[config.mk]
export PLATFORM = sky130hd
export DESIGN_NAME = control_unit
export DESIGN_NICKNAME = d
export VERILOG_FILES = /design/src/rtl/cpu_pkg.sv /design/src/rtl/cu_class_decode.sv /design/src/rtl/control_unit.sv
export SDC_FILE = /design/constraint.sdc
export NUM_CORES = 1
export LEC_CHECK = 0
export CORE_MARGIN = 2
export CORE_UTILIZATION = 41
export CTS_CLUSTER_SIZE = 25
export DETAILED_ROUTE_END_ITERATION = 6
export GPL_ROUTABILITY_DRIVEN = 0
export HOLD_SLACK_MARGIN = 0.06
export PLACE_DENSITY = 0.79
export SYNTH_ARGS = -nofsm -noshare
export SYNTH_HDL_FRONTEND = slang
export SYNTH_HIERARCHICAL = 1
export SYNTH_SLANG_ARGS = --single-unit
[constraint.sdc]
create_clock -name clock -period 2.05 [get_ports clock]
set_input_delay 0.205 -clock clock [delete_from_list [all_inputs] [get_ports clock]]
set_output_delay 0.205 -clock clock [all_outputs]
set_load 0.05 [all_outputs]
[src/rtl/cpu_pkg.sv]
// Shared encodings for the Mini SRC control path: opcodes, sequencer states
// and the one-hot instruction class produced by cu_class_decode.
package cpu_pkg;

    localparam logic [4:0] OP_LD   = 5'b00000;
    localparam logic [4:0] OP_LDI  = 5'b00001;
    localparam logic [4:0] OP_ST   = 5'b00010;
    localparam logic [4:0] OP_ADD  = 5'b00011;
    localparam logic [4:0] OP_SUB  = 5'b00100;
    localparam logic [4:0] OP_AND  = 5'b00101;
    localparam logic [4:0] OP_OR   = 5'b00110;
    localparam logic [4:0] OP_SHR  = 5'b00111;
    localparam logic [4:0] OP_SHRA = 5'b01000;
    localparam logic [4:0] OP_SHL  = 5'b01001;
    localparam logic [4:0] OP_ROR  = 5'b01010;
    localparam logic [4:0] OP_ROL  = 5'b01011;
    localparam logic [4:0] OP_ADDI = 5'b01100;
    localparam logic [4:0] OP_ANDI = 5'b01101;
    localparam logic [4:0] OP_ORI  = 5'b01110;
    localparam logic [4:0] OP_NEG  = 5'b10001;
    localparam logic [4:0] OP_NOT  = 5'b10010;
    localparam logic [4:0] OP_BR   = 5'b10011;
    localparam logic [4:0] OP_JR   = 5'b10100;
    localparam logic [4:0] OP_JAL  = 5'b10101;
    localparam logic [4:0] OP_IN   = 5'b10110;
    localparam logic [4:0] OP_OUT  = 5'b10111;
    localparam logic [4:0] OP_NOP  = 5'b11010;
    localparam logic [4:0] OP_HALT = 5'b11011;

    localparam logic [3:0] ST_RESET = 4'd0;
    localparam logic [3:0] ST_T0    = 4'd1;
    localparam logic [3:0] ST_T1    = 4'd2;
    localparam logic [3:0] ST_T2    = 4'd3;
    localparam logic [3:0] ST_T3    = 4'd4;
    localparam logic [3:0] ST_T4    = 4'd5;
    localparam logic [3:0] ST_T5    = 4'd6;
    localparam logic [3:0] ST_T6    = 4'd7;
    localparam logic [3:0] ST_T7    = 4'd8;
    localparam logic [3:0] ST_HALT  = 4'd9;

    typedef enum logic [3:0] {
        RESET = ST_RESET,
        T0    = ST_T0,
        T1    = ST_T1,
        T2    = ST_T2,
        T3    = ST_T3,
        T4    = ST_T4,
        T5    = ST_T5,
        T6    = ST_T6,
        T7    = ST_T7,
        HALT  = ST_HALT
    } state_t;

    typedef struct packed {
        logic alu;
        logic imm;
        logic unary;
        logic ld;
        logic ldi;
        logic st;
        logic br;
        logic jr;
        logic jal;
        logic portIn;
        logic portOut;
        logic nop;
        logic halt;
        logic illegal;
    } opClass_t;

endpackage

[src/rtl/cu_class_decode.sv]
// Maps an opcode onto exactly one instruction class; anything not listed,
// including the reserved mul/div/mfhi/mflo slots, is illegal.
module cu_class_decode
    import cpu_pkg::*;
(
    input  logic [4:0] opcode,
    output opClass_t   opClass
);

    always_comb begin
        opClass = '0;
        case (opcode)
            OP_ADD, OP_SUB, OP_AND, OP_OR, OP_SHR,
            OP_SHRA, OP_SHL, OP_ROR, OP_ROL:   opClass.alu     = 1'b1;
            OP_ADDI, OP_ANDI, OP_ORI:          opClass.imm     = 1'b1;
            OP_NEG, OP_NOT:                    opClass.unary   = 1'b1;
            OP_LD:                             opClass.ld      = 1'b1;
            OP_LDI:                            opClass.ldi     = 1'b1;
            OP_ST:                             opClass.st      = 1'b1;
            OP_BR:                             opClass.br      = 1'b1;
            OP_JR:                             opClass.jr      = 1'b1;
            OP_JAL:                            opClass.jal     = 1'b1;
            OP_IN:                             opClass.portIn  = 1'b1;
            OP_OUT:                            opClass.portOut = 1'b1;
            OP_NOP:                            opClass.nop     = 1'b1;
            OP_HALT:                           opClass.halt    = 1'b1;
            default:                           opClass.illegal = 1'b1;
        endcase
    end

endmodule

[src/rtl/control_unit.sv]
// Hardwired Moore sequencer for Mini SRC: fetch in T0-T2, execute in T3-T7,
// with every datapath strobe decoded from the state and the live opcode.
module control_unit
    import cpu_pkg::*;
(
    input  logic        clock,
    input  logic        clear,
    input  logic [31:0] ir,
    input  logic        conOut,
    output logic        PCout,
    output logic        IncPC,
    output logic        PCin,
    output logic        MARin,
    output logic        MDRin,
    output logic        MDRout,
    output logic        IRin,
    output logic        read,
    output logic        write,
    output logic        RAMenable,
    output logic        Gra,
    output logic        Grb,
    output logic        Grc,
    output logic        Rin,
    output logic        Rout,
    output logic        BAout,
    output logic        CSignout,
    output logic        Yin,
    output logic        conin,
    output logic        ZMuxEnbale,
    output logic        ZSelect,
    output logic        ZMuxOut,
    output logic        ZLOin,
    output logic        ZLOout,
    output logic        OutPortenable,
    output logic        PortInout,
    output logic        R15inC,
    output logic [4:0]  aluControl,
    output logic        run,
    output logic        illegal
);

    state_t   state;
    state_t   stateNext;
    opClass_t liveClass;
    opClass_t opClassQ;
    logic     illegalQ;
    logic [31:0] unusedBits;

    cu_class_decode uDecode (
        .opcode  (ir[31:27]),
        .opClass (liveClass)
    );

    // Sequencing uses the class captured as IR loads, so later ir wiggles
    // cannot change the length of the instruction in flight.
    always_ff @(posedge clock or posedge clear) begin
        if (clear) begin
            state    <= RESET;
            opClassQ <= '0;
            illegalQ <= 1'b0;
        end else begin
            state <= stateNext;
            if (state == T2)
                opClassQ <= liveClass;
            if (state == T3 && opClassQ.illegal)
                illegalQ <= 1'b1;
        end
    end

    always_comb begin
        stateNext = state;
        case (state)
            RESET: stateNext = T0;
            T0:    stateNext = T1;
            T1:    stateNext = T2;
            T2:    stateNext = T3;
            T3: begin
                if (opClassQ.halt || opClassQ.illegal)
                    stateNext = HALT;
                else if (opClassQ.jr || opClassQ.portIn || opClassQ.portOut || opClassQ.nop)
                    stateNext = T0;
                else
                    stateNext = T4;
            end
            T4:    stateNext = (opClassQ.unary || opClassQ.jal) ? T0 : T5;
            T5:    stateNext = (opClassQ.alu || opClassQ.imm || opClassQ.ldi) ? T0 : T6;
            T6:    stateNext = opClassQ.br ? T0 : T7;
            T7:    stateNext = T0;
            HALT:  stateNext = HALT;
            default: stateNext = RESET;
        endcase
    end

    always_comb begin
        PCout = 1'b0;  IncPC = 1'b0;  PCin = 1'b0;  MARin = 1'b0;
        MDRin = 1'b0;  MDRout = 1'b0; IRin = 1'b0;  read = 1'b0;
        write = 1'b0;  RAMenable = 1'b0;
        Gra = 1'b0;    Grb = 1'b0;    Grc = 1'b0;   Rin = 1'b0;  Rout = 1'b0;
        BAout = 1'b0;  CSignout = 1'b0; Yin = 1'b0; conin = 1'b0;
        ZMuxEnbale = 1'b0; ZMuxOut = 1'b0;
        OutPortenable = 1'b0; PortInout = 1'b0; R15inC = 1'b0;
        aluControl = '0;
        case (state)
            T0: begin PCout = 1'b1; MARin = 1'b1; IncPC = 1'b1; end
            T1: begin read = 1'b1; RAMenable = 1'b1; MDRin = 1'b1; end
            T2: begin MDRout = 1'b1; IRin = 1'b1; end
            T3: begin
                if (liveClass.alu || liveClass.imm) begin
                    Grb = 1'b1; Rout = 1'b1; Yin = 1'b1;
                end else if (liveClass.unary) begin
                    Grb = 1'b1; Rout = 1'b1; ZMuxEnbale = 1'b1; aluControl = ir[31:27];
                end else if (liveClass.ld || liveClass.ldi || liveClass.st) begin
                    Grb = 1'b1; BAout = 1'b1; Yin = 1'b1;
                end else if (liveClass.br) begin
                    Gra = 1'b1; Rout = 1'b1; conin = 1'b1;
                end else if (liveClass.jr) begin
                    Gra = 1'b1; Rout = 1'b1; PCin = 1'b1;
                end else if (liveClass.jal) begin
                    PCout = 1'b1; R15inC = 1'b1;
                end else if (liveClass.portIn) begin
                    PortInout = 1'b1; Gra = 1'b1; Rin = 1'b1;
                end else if (liveClass.portOut) begin
                    Gra = 1'b1; Rout = 1'b1; OutPortenable = 1'b1;
                end
            end
            T4: begin
                if (liveClass.alu) begin
                    Grc = 1'b1; Rout = 1'b1; ZMuxEnbale = 1'b1; aluControl = ir[31:27];
                end else if (liveClass.imm) begin
                    CSignout = 1'b1; ZMuxEnbale = 1'b1; aluControl = ir[31:27];
                end else if (liveClass.unary) begin
                    ZMuxOut = 1'b1; Gra = 1'b1; Rin = 1'b1;
                end else if (liveClass.ld || liveClass.ldi || liveClass.st) begin
                    CSignout = 1'b1; ZMuxEnbale = 1'b1; aluControl = OP_ADD;
                end else if (liveClass.br) begin
                    PCout = 1'b1; Yin = 1'b1;
                end else if (liveClass.jal) begin
                    Gra = 1'b1; Rout = 1'b1; PCin = 1'b1;
                end
            end
            T5: begin
                if (liveClass.alu || liveClass.imm || liveClass.ldi) begin
                    ZMuxOut = 1'b1; Gra = 1'b1; Rin = 1'b1;
                end else if (liveClass.ld || liveClass.st) begin
                    ZMuxOut = 1'b1; MARin = 1'b1;
                end else if (liveClass.br) begin
                    CSignout = 1'b1; ZMuxEnbale = 1'b1; aluControl = OP_ADD;
                end
            end
            T6: begin
                if (liveClass.ld) begin
                    read = 1'b1; RAMenable = 1'b1; MDRin = 1'b1;
                end else if (liveClass.st) begin
                    Gra = 1'b1; Rout = 1'b1; MDRin = 1'b1;
                end else if (liveClass.br && conOut) begin
                    ZMuxOut = 1'b1; PCin = 1'b1;
                end
            end
            T7: begin
                if (liveClass.ld) begin
                    MDRout = 1'b1; Gra = 1'b1; Rin = 1'b1;
                end else if (liveClass.st) begin
                    write = 1'b1; RAMenable = 1'b1;
                end
            end
            default: ;
        endcase
    end

    assign ZSelect = 1'b0;
    assign ZLOin   = 1'b0;
    assign ZLOout  = 1'b0;
    assign run     = (state != RESET) && (state != HALT);
    assign illegal = illegalQ;

    assign unusedBits = {ir[26:0], liveClass.nop, liveClass.halt, liveClass.illegal,
                         opClassQ.ld, opClassQ.st};

endmodule

==> impl_metrics.ini, run 1 <==
[routing]
viasPerCell = 5.92
first_pass_iters = 4
vias = 1937
antenna_left = 0
drt_iter0_markers = 145
wl_per_cell_um = 19.9
routed_wl_um = 6510
drc = 0

[logic_synthesis]
avgSynthCellArea_um2 = 8.00
ys_warn_count = 6
syn_area_um2 = 1470
async_flop_share_pct = 100
ys_ff_latch = 17
synth_edf_count = 0
ys_seq_area_share_pct = 28.9
syn_inst = 184
synth_cell_type_count = 51
synthFlopType = dfrtp_1

[worst_setup_path]
crit_type = register to output port
start_kind = register
cp_max_fo = 5
slowest_delay_ns = 0.59
crit_required_ns = 1.85
endpoint_kind = output port
crit_path_top_delay_cell = or4b_4
r2r_cells = 5
path_cells = or4b_4, nor3_4, nand2_2, o311ai_4, buf_12
worstPathArrival_ns = 2.15

[clocking]
clock_latency_ns = 0.28
cts_root_buffer = clkbuf_4
clk_pin_slew_ns = 0.08
clk_path_buf_depth = 2
cts_max_level = 1
cts_tree = done
cts_buffers = 3
clkSinkCount = 17

[finish]
fin_util_pct = 87.3
diodes = 0
fin_nets = 317
fin_area_um2 = 2960
drive_gt1_share_pct = 67.3
fill_cells = 144
syn_to_final_growth_pct = 101

[grt]
grt_pass1_vias = 1929
grt_overflow_total = 0
grt.total_usage_pct = 29.2
grt_pass1_wl_um = 9250
antenna_found_initial = 0
grt_max_degree = 18

[power_and_ir_drop]
p_int_mw = 1.57
swShare_pct = 49.5
leakage_nw = 1.30
p_sw_mw = 1.54
p_clk_share_pct = 5.4
power.density_nw_per_um2 = 1050
power_frac_seq_pct = 17.9
ir_drop_mv = 0.782
combinationalPowerShare_pct = 76.7

[timing]
rsz0062_at_grt = true
worst_slack_ns = -0.303
setup_viol = 17
worst_slew_pin_slew_ns = 0.607
hold_violations = 0
max_slew_margin_pct = 59.5
period_share_pct = 115
finalCriticalPeriod_ns = 2.35
fmax_mhz = 425
final_max_slew_viol_count = 0
fin_tns_setup_ns = -2.78
skew_ns = 0.00265

[floorplanning]
die-area_um2 = 4090
initial_core_util_pct = 43.4
fp-row-count = 21
die_y_um = 63.9
io_pins = 69
die_x_um = 63.9
core_area_um2 = 3390

[worst_hold_path]
min_path_type = primary input to asynchronous set/reset pin

[run_status]
violations = setup timing
status = finished with violations

[job]
cap_violations = 0

[place]
io_buffers = 38
placed_cell_area_um2 = 2580
hpwl_um = 3800
pre_cts_ws_ns = -0.571
layer usage:
| metal | share of wire (%) | up-vias | track usage (%) |
|---|---|---|---|
| met3 | 6.7 | 28 | 5.28 |
| li1 | - | 862 | - |
| met2 | 50 | 110 | 50.9 |
| met1 | 40 | 937 | 34.1 |
| met4 | 3.7 | 0 | 14.4 |
| met5 | 0 | - | 0 |
critical path: cells and delay by family (launching register included):
| family | cells | cell delay [ns] |
|---|---|---|
| compound gates | 1 | 0.29 |
| buf+inv | 1 | 0.18 |
| flops | 1 | 0.45 |
| simple gates | 3 | 0.94 |
synth_stat cells (all sizes together) (2+ instances only):
library cell  count  area [um^2]
a21o              2         15.0
a21oi             8         40.0
a22oi             2         15.0
a31oi             4         25.0
and2              2         12.5
and3              3         18.8
buf               7         41.3
clkbuf            6         23.8
dfrtp            17          425
inv               5         18.8
mux2             11          124
nand2             9         33.8
nand2b            9         56.3
nand3             4         20.0
nand3b            3         22.5
nand4             2         12.5
nor2             29          109
nor2b             3         18.8
nor3             12         81.3
nor3b             4         35.0
nor4              2         12.5
nor4bb            2         20.0
o21ai            10         50.1
o22ai             2         12.5
o311ai            2         25.0
o31ai             2         15.0
or2               3         18.8
or3               3         23.8
or4b              2         23.8
xnor2             2         17.5
sequential cells by signal (all words and copies together) (netlist names):
| register | count |
|---|---|
| opClassQ | 12 |
| state | 4 |
| illegal | 1 |
area by class of cell:
class,instances,area [um^2],share of cell area [%]
inverter,5,18.8,0.634
tap,46,57.6,1.94
clock buffer,4,26.3,0.888
multi-input combinational,151,1350,45.4
timing repair buffer,104,1080,36.6
sequential,17,429,14.5
cells by family (layout without fill, tap and decap cells):
family	count (synthesis)	after routing	share of synthesized area [%]
multiplexers	11	11	8.41
buffers and inverters	18	113	5.69
flip-flops	17	17	28.9
AND/OR/NAND/NOR	96	96	37.9
XOR/XNOR	2	2	1.19
other	1	3	0.255
AO/OA/AOI/OAI	39	39	17.7
metrics by stage:
stage          power (mW)  instances  hold slack [ns]
5_1_grt              3.25        327            0.338
4_1_cts              2.85        323            0.281
3_3_place_gp         2.50        313            0.442
2_1_floorplan        1.78        186            0.131
3_5_place_dp         2.54        313            0.447
6_report             3.10        327            0.282
power groups by stage:
stage	clock network (mW)	logic (mW)	registers (mW)
final	0.168	2.38	0.556
after global routing	0.199	2.48	0.572
after CTS	0.181	2.13	0.540
after detailed placement	0	2.00	0.546
after global placement	0	1.96	0.539
after floorplan	0	1.23	0.545
worst paths after layout:
kind	startpoint	end	slack, ns
max	state[1]$_DFF_PP0_	Rin	-0.30
max reg2reg	state[0]$_DFF_PP0_	opClassQ[9]$_DFFE_PP0P_	0.32
min reg2reg	illegal$_DFFE_PP0P_	illegal$_DFFE_PP0P_	0.47
min	clear	opClassQ[7]$_DFFE_PP0P_	0.28
max in group asynchronous	clear	state[3]$_DFF_PP0_	1.34
min in group clock	illegal$_DFFE_PP0P_	illegal$_DFFE_PP0P_	0.47
repair_timing:
action / 4_1_cts / 5_1_grt
endpoints found under the setup margin: 25 / 23
resized for setup: 57 / 36
setup buffers: 6 / 5
hold buffers: 0 / 0
hold endpoints to repair: 0 / 0
pin swaps: 19 / 15
cells in the final DEF (no fill, tap or decap), drive strengths merged, types with 3 or more instances in the layout:
master / Yosys / final
nor2: 29 / 29
nor2b: 3 / 3
or2: 3 / 3
dfrtp: 17 / 17
a21oi: 8 / 8
and3: 3 / 3
or3: 3 / 3
clkbuf: 6 / 4
inv: 5 / 5
a31oi: 4 / 4
mux2: 11 / 11
nand3b: 3 / 3
nor3: 12 / 12
conb: 1 / 3
nand2b: 9 / 9
nand2: 9 / 9
buf: 7 / 101
o21ai: 10 / 10
clkdlybuf4s50: 0 / 3
nor3b: 4 / 4
nand3: 4 / 4
No activity file was read; power rests on OpenSTA's default activity.
==> inputs of run 2 (changes only) <==
TNS_END_PERCENT = 1   (was not set)
clock period = 2.6 ns   (was 2.05 ns; I/O delays follow)
==> run 2 against run 1 <==
  * The run now ends clean
  * Combinational power is 37% lower
  * Design area is 17% lower
  * Worst setup slack better by 0.34 ns
  * Clock skew is 0.0018 ns lower
  * Worst hold slack better by 0.064 ns
  * Routed wire length is 33% lower
  * Critical path type is now primary input to output port
  * Largest power group unchanged
  * Highest routed layer unchanged
==> impl_metrics.ini, run 2 (synthesis gave the netlist of run 1 again) <==
[timing]
worst_slack_ns = 0.0400
period_share_pct = 98.5
skew_ns = 0.000850
hold_violations = 0
max_slew_margin_pct = 58.6
setup_viol = 0
worst_slew_pin_slew_ns = 0.621
finalCriticalPeriod_ns = 2.56
fmax_mhz = 391
final_max_slew_viol_count = 0
fin_tns_setup_ns = 0

[worst_setup_path]
worstPathArrival_ns = 2.30
crit_type = primary input to output port
endpoint_kind = output port
crit_required_ns = 2.34
reg2reg_slack_ns = 0.93
startpoint = ir[31]
crit_path_frequent_cell = or3_4
start_kind = primary input
crit_family = simple AND/OR/NAND/NOR gates
cp_max_fo = 4
slowest_delay_ns = 0.48
path_buf_inv = 2
path_cells = clkdlybuf4s50_1, or3_4, nor3_2, or3_4, nor3b_2, or4b_4, nand3_2, buf_12
r2r-start = state[0]$_DFF_PP0_
crit_path_top_delay_cell = clkdlybuf4s50_1

[clocking]
clkSinkCount = 17
clock_latency_ns = 0.28
clk_path_buf_depth = 2
cts_root_buffer = clkbuf_4
cts_buffers = 3
cts_max_level = 1
clk_pin_slew_ns = 0.09
cts-hold-fix-buffers = 0
cts_tree = done

[routing]
wl_per_cell_um = 14.4
vias = 1643
first_pass_iters = 4
drt_iter0_markers = 102
antenna_left = 0
routed_wl_um = 4350
viasPerCell = 5.44
drc = 0

[grt]
grt_max_degree = 18
grt_pass1_wl_um = 7020
grt_overflow_total = 0
antenna_found_initial = 0
grt_pass1_vias = 1571
grt.total_usage_pct = 21.4

[power_and_ir_drop]
p_clk_share_pct = 6.6
leakage_nw = 1.13
power_mw = 2.05
swShare_pct = 48.6
p_sw_mw = 0.998
combinationalPowerShare_pct = 73.0
power_frac_seq_pct = 20.4
ir_drop_mv = 0.685
power.density_nw_per_um2 = 832
p_int_mw = 1.05

[finish]
top_register = opClassQ
largest_register_ff_count = 12
diodes = 0
multi_input_area_um2 = 1050
fin_area_um2 = 2460
drive_gt1_share_pct = 43.8
layout_common_cells = 47 x buf_4, 27 x nor2_1, 21 x buf_12
final_common_cell = buf_4
syn_to_final_growth_pct = 67.4
fill_cells = 229
fin_nets = 292
ff_latch_area_um2 = 425

[floorplanning]
fp-row-count = 21
initial_core_util_pct = 43.4
die_y_um = 63.9
io_pins = 69
die_x_um = 63.9
core_area_um2 = 3390
die-area_um2 = 4090

[place]
placed_cell_area_um2 = 2350
io_buffers = 38
pre_cts_ws_ns = -0.145
hpwl_um = 3420

[job]
cap_violations = 0

[run_status]
status = finished, final reports clean

[worst_hold_path]
min_path_type = primary input to asynchronous set/reset pin
## run 2: cell count changes in the layout (fill, tap and decap cells not counted), sizes merged
cell	previous run	this run
buf	101	69
clkdlybuf4s50	3	6
dlygate4sd2	0	2
dlymetal6s2s	0	2
clkbuf	4	3
clkinv	0	1
## run 2: what timing repair did
item | 4_1_cts | 5_1_grt
pin swaps | 0 | 3
setup buffers | 0 | 1
setup endpoints to repair | 8 | 15
gates resized for setup | 6 | 14
## run 2: final timing paths
check                                           to  cells after the start
hold / removal                  state[3]$_DFF_PP0_                      2
min in group clock             illegal$_DFFE_PP0P_                      1
setup / recovery                              Rout                      8
setup reg to reg           opClassQ[3]$_DFFE_PP0P_                      5
max in group asynchronous  opClassQ[2]$_DFFE_PP0P_                      2
hold reg to reg                illegal$_DFFE_PP0P_                      1
## run 2: stage by stage
stage                     std cells  hold WS [ns]  utilization, %
after floorplan                 186         0.186               -
after global placement          297         0.448            69.4
after detailed placement        297         0.446            69.4
after CTS                       301         0.359            70.9
after global routing            302         0.406            72.7
final                           302         0.346            72.7
## run 2: metal layers
metal  vias to the layer above  global-route usage, %  share of wire, %  routed length, um
met4                         0                   8.15               2.0                 86
li1                        808                      -                 -                  -
met5                         -                      0                 0                  0
met1                       767                   27.2                43               1880
met3                        10                   2.11               4.9                212
met2                        58                   37.2                50               2170
## run 2: layout make-up
cell class / count / share of cell area, %
multi-input combinational: 151 / 42.5
timing repair buffer: 79 / 36.0
sequential: 17 / 17.3
tap: 46 / 2.34
clock buffer: 3 / 0.914
inverter: 5 / 0.761
clock inverter: 1 / 0.203
## run 2: power by group through the flow
| stage | Sequential [mW] | Clock [mW] | Combinational [mW] |
|---|---|---|---|
| global placement | 0.419 | 0 | 1.46 |
| floorplan | 0.427 | 0 | 0.919 |
| global route | 0.434 | 0.152 | 1.59 |
| finish | 0.419 | 0.135 | 1.50 |
| CTS | 0.420 | 0.140 | 1.49 |
| detailed placement | 0.426 | 0 | 1.48 |
## run 2: worst register-to-register path: stages (launching register included)
cell and delay, ns:
dfrtp_1 0.44, buf_4 0.23, nand2_1 0.14, nor3_2 0.13
buf_4 0.25, mux2_2 0.37
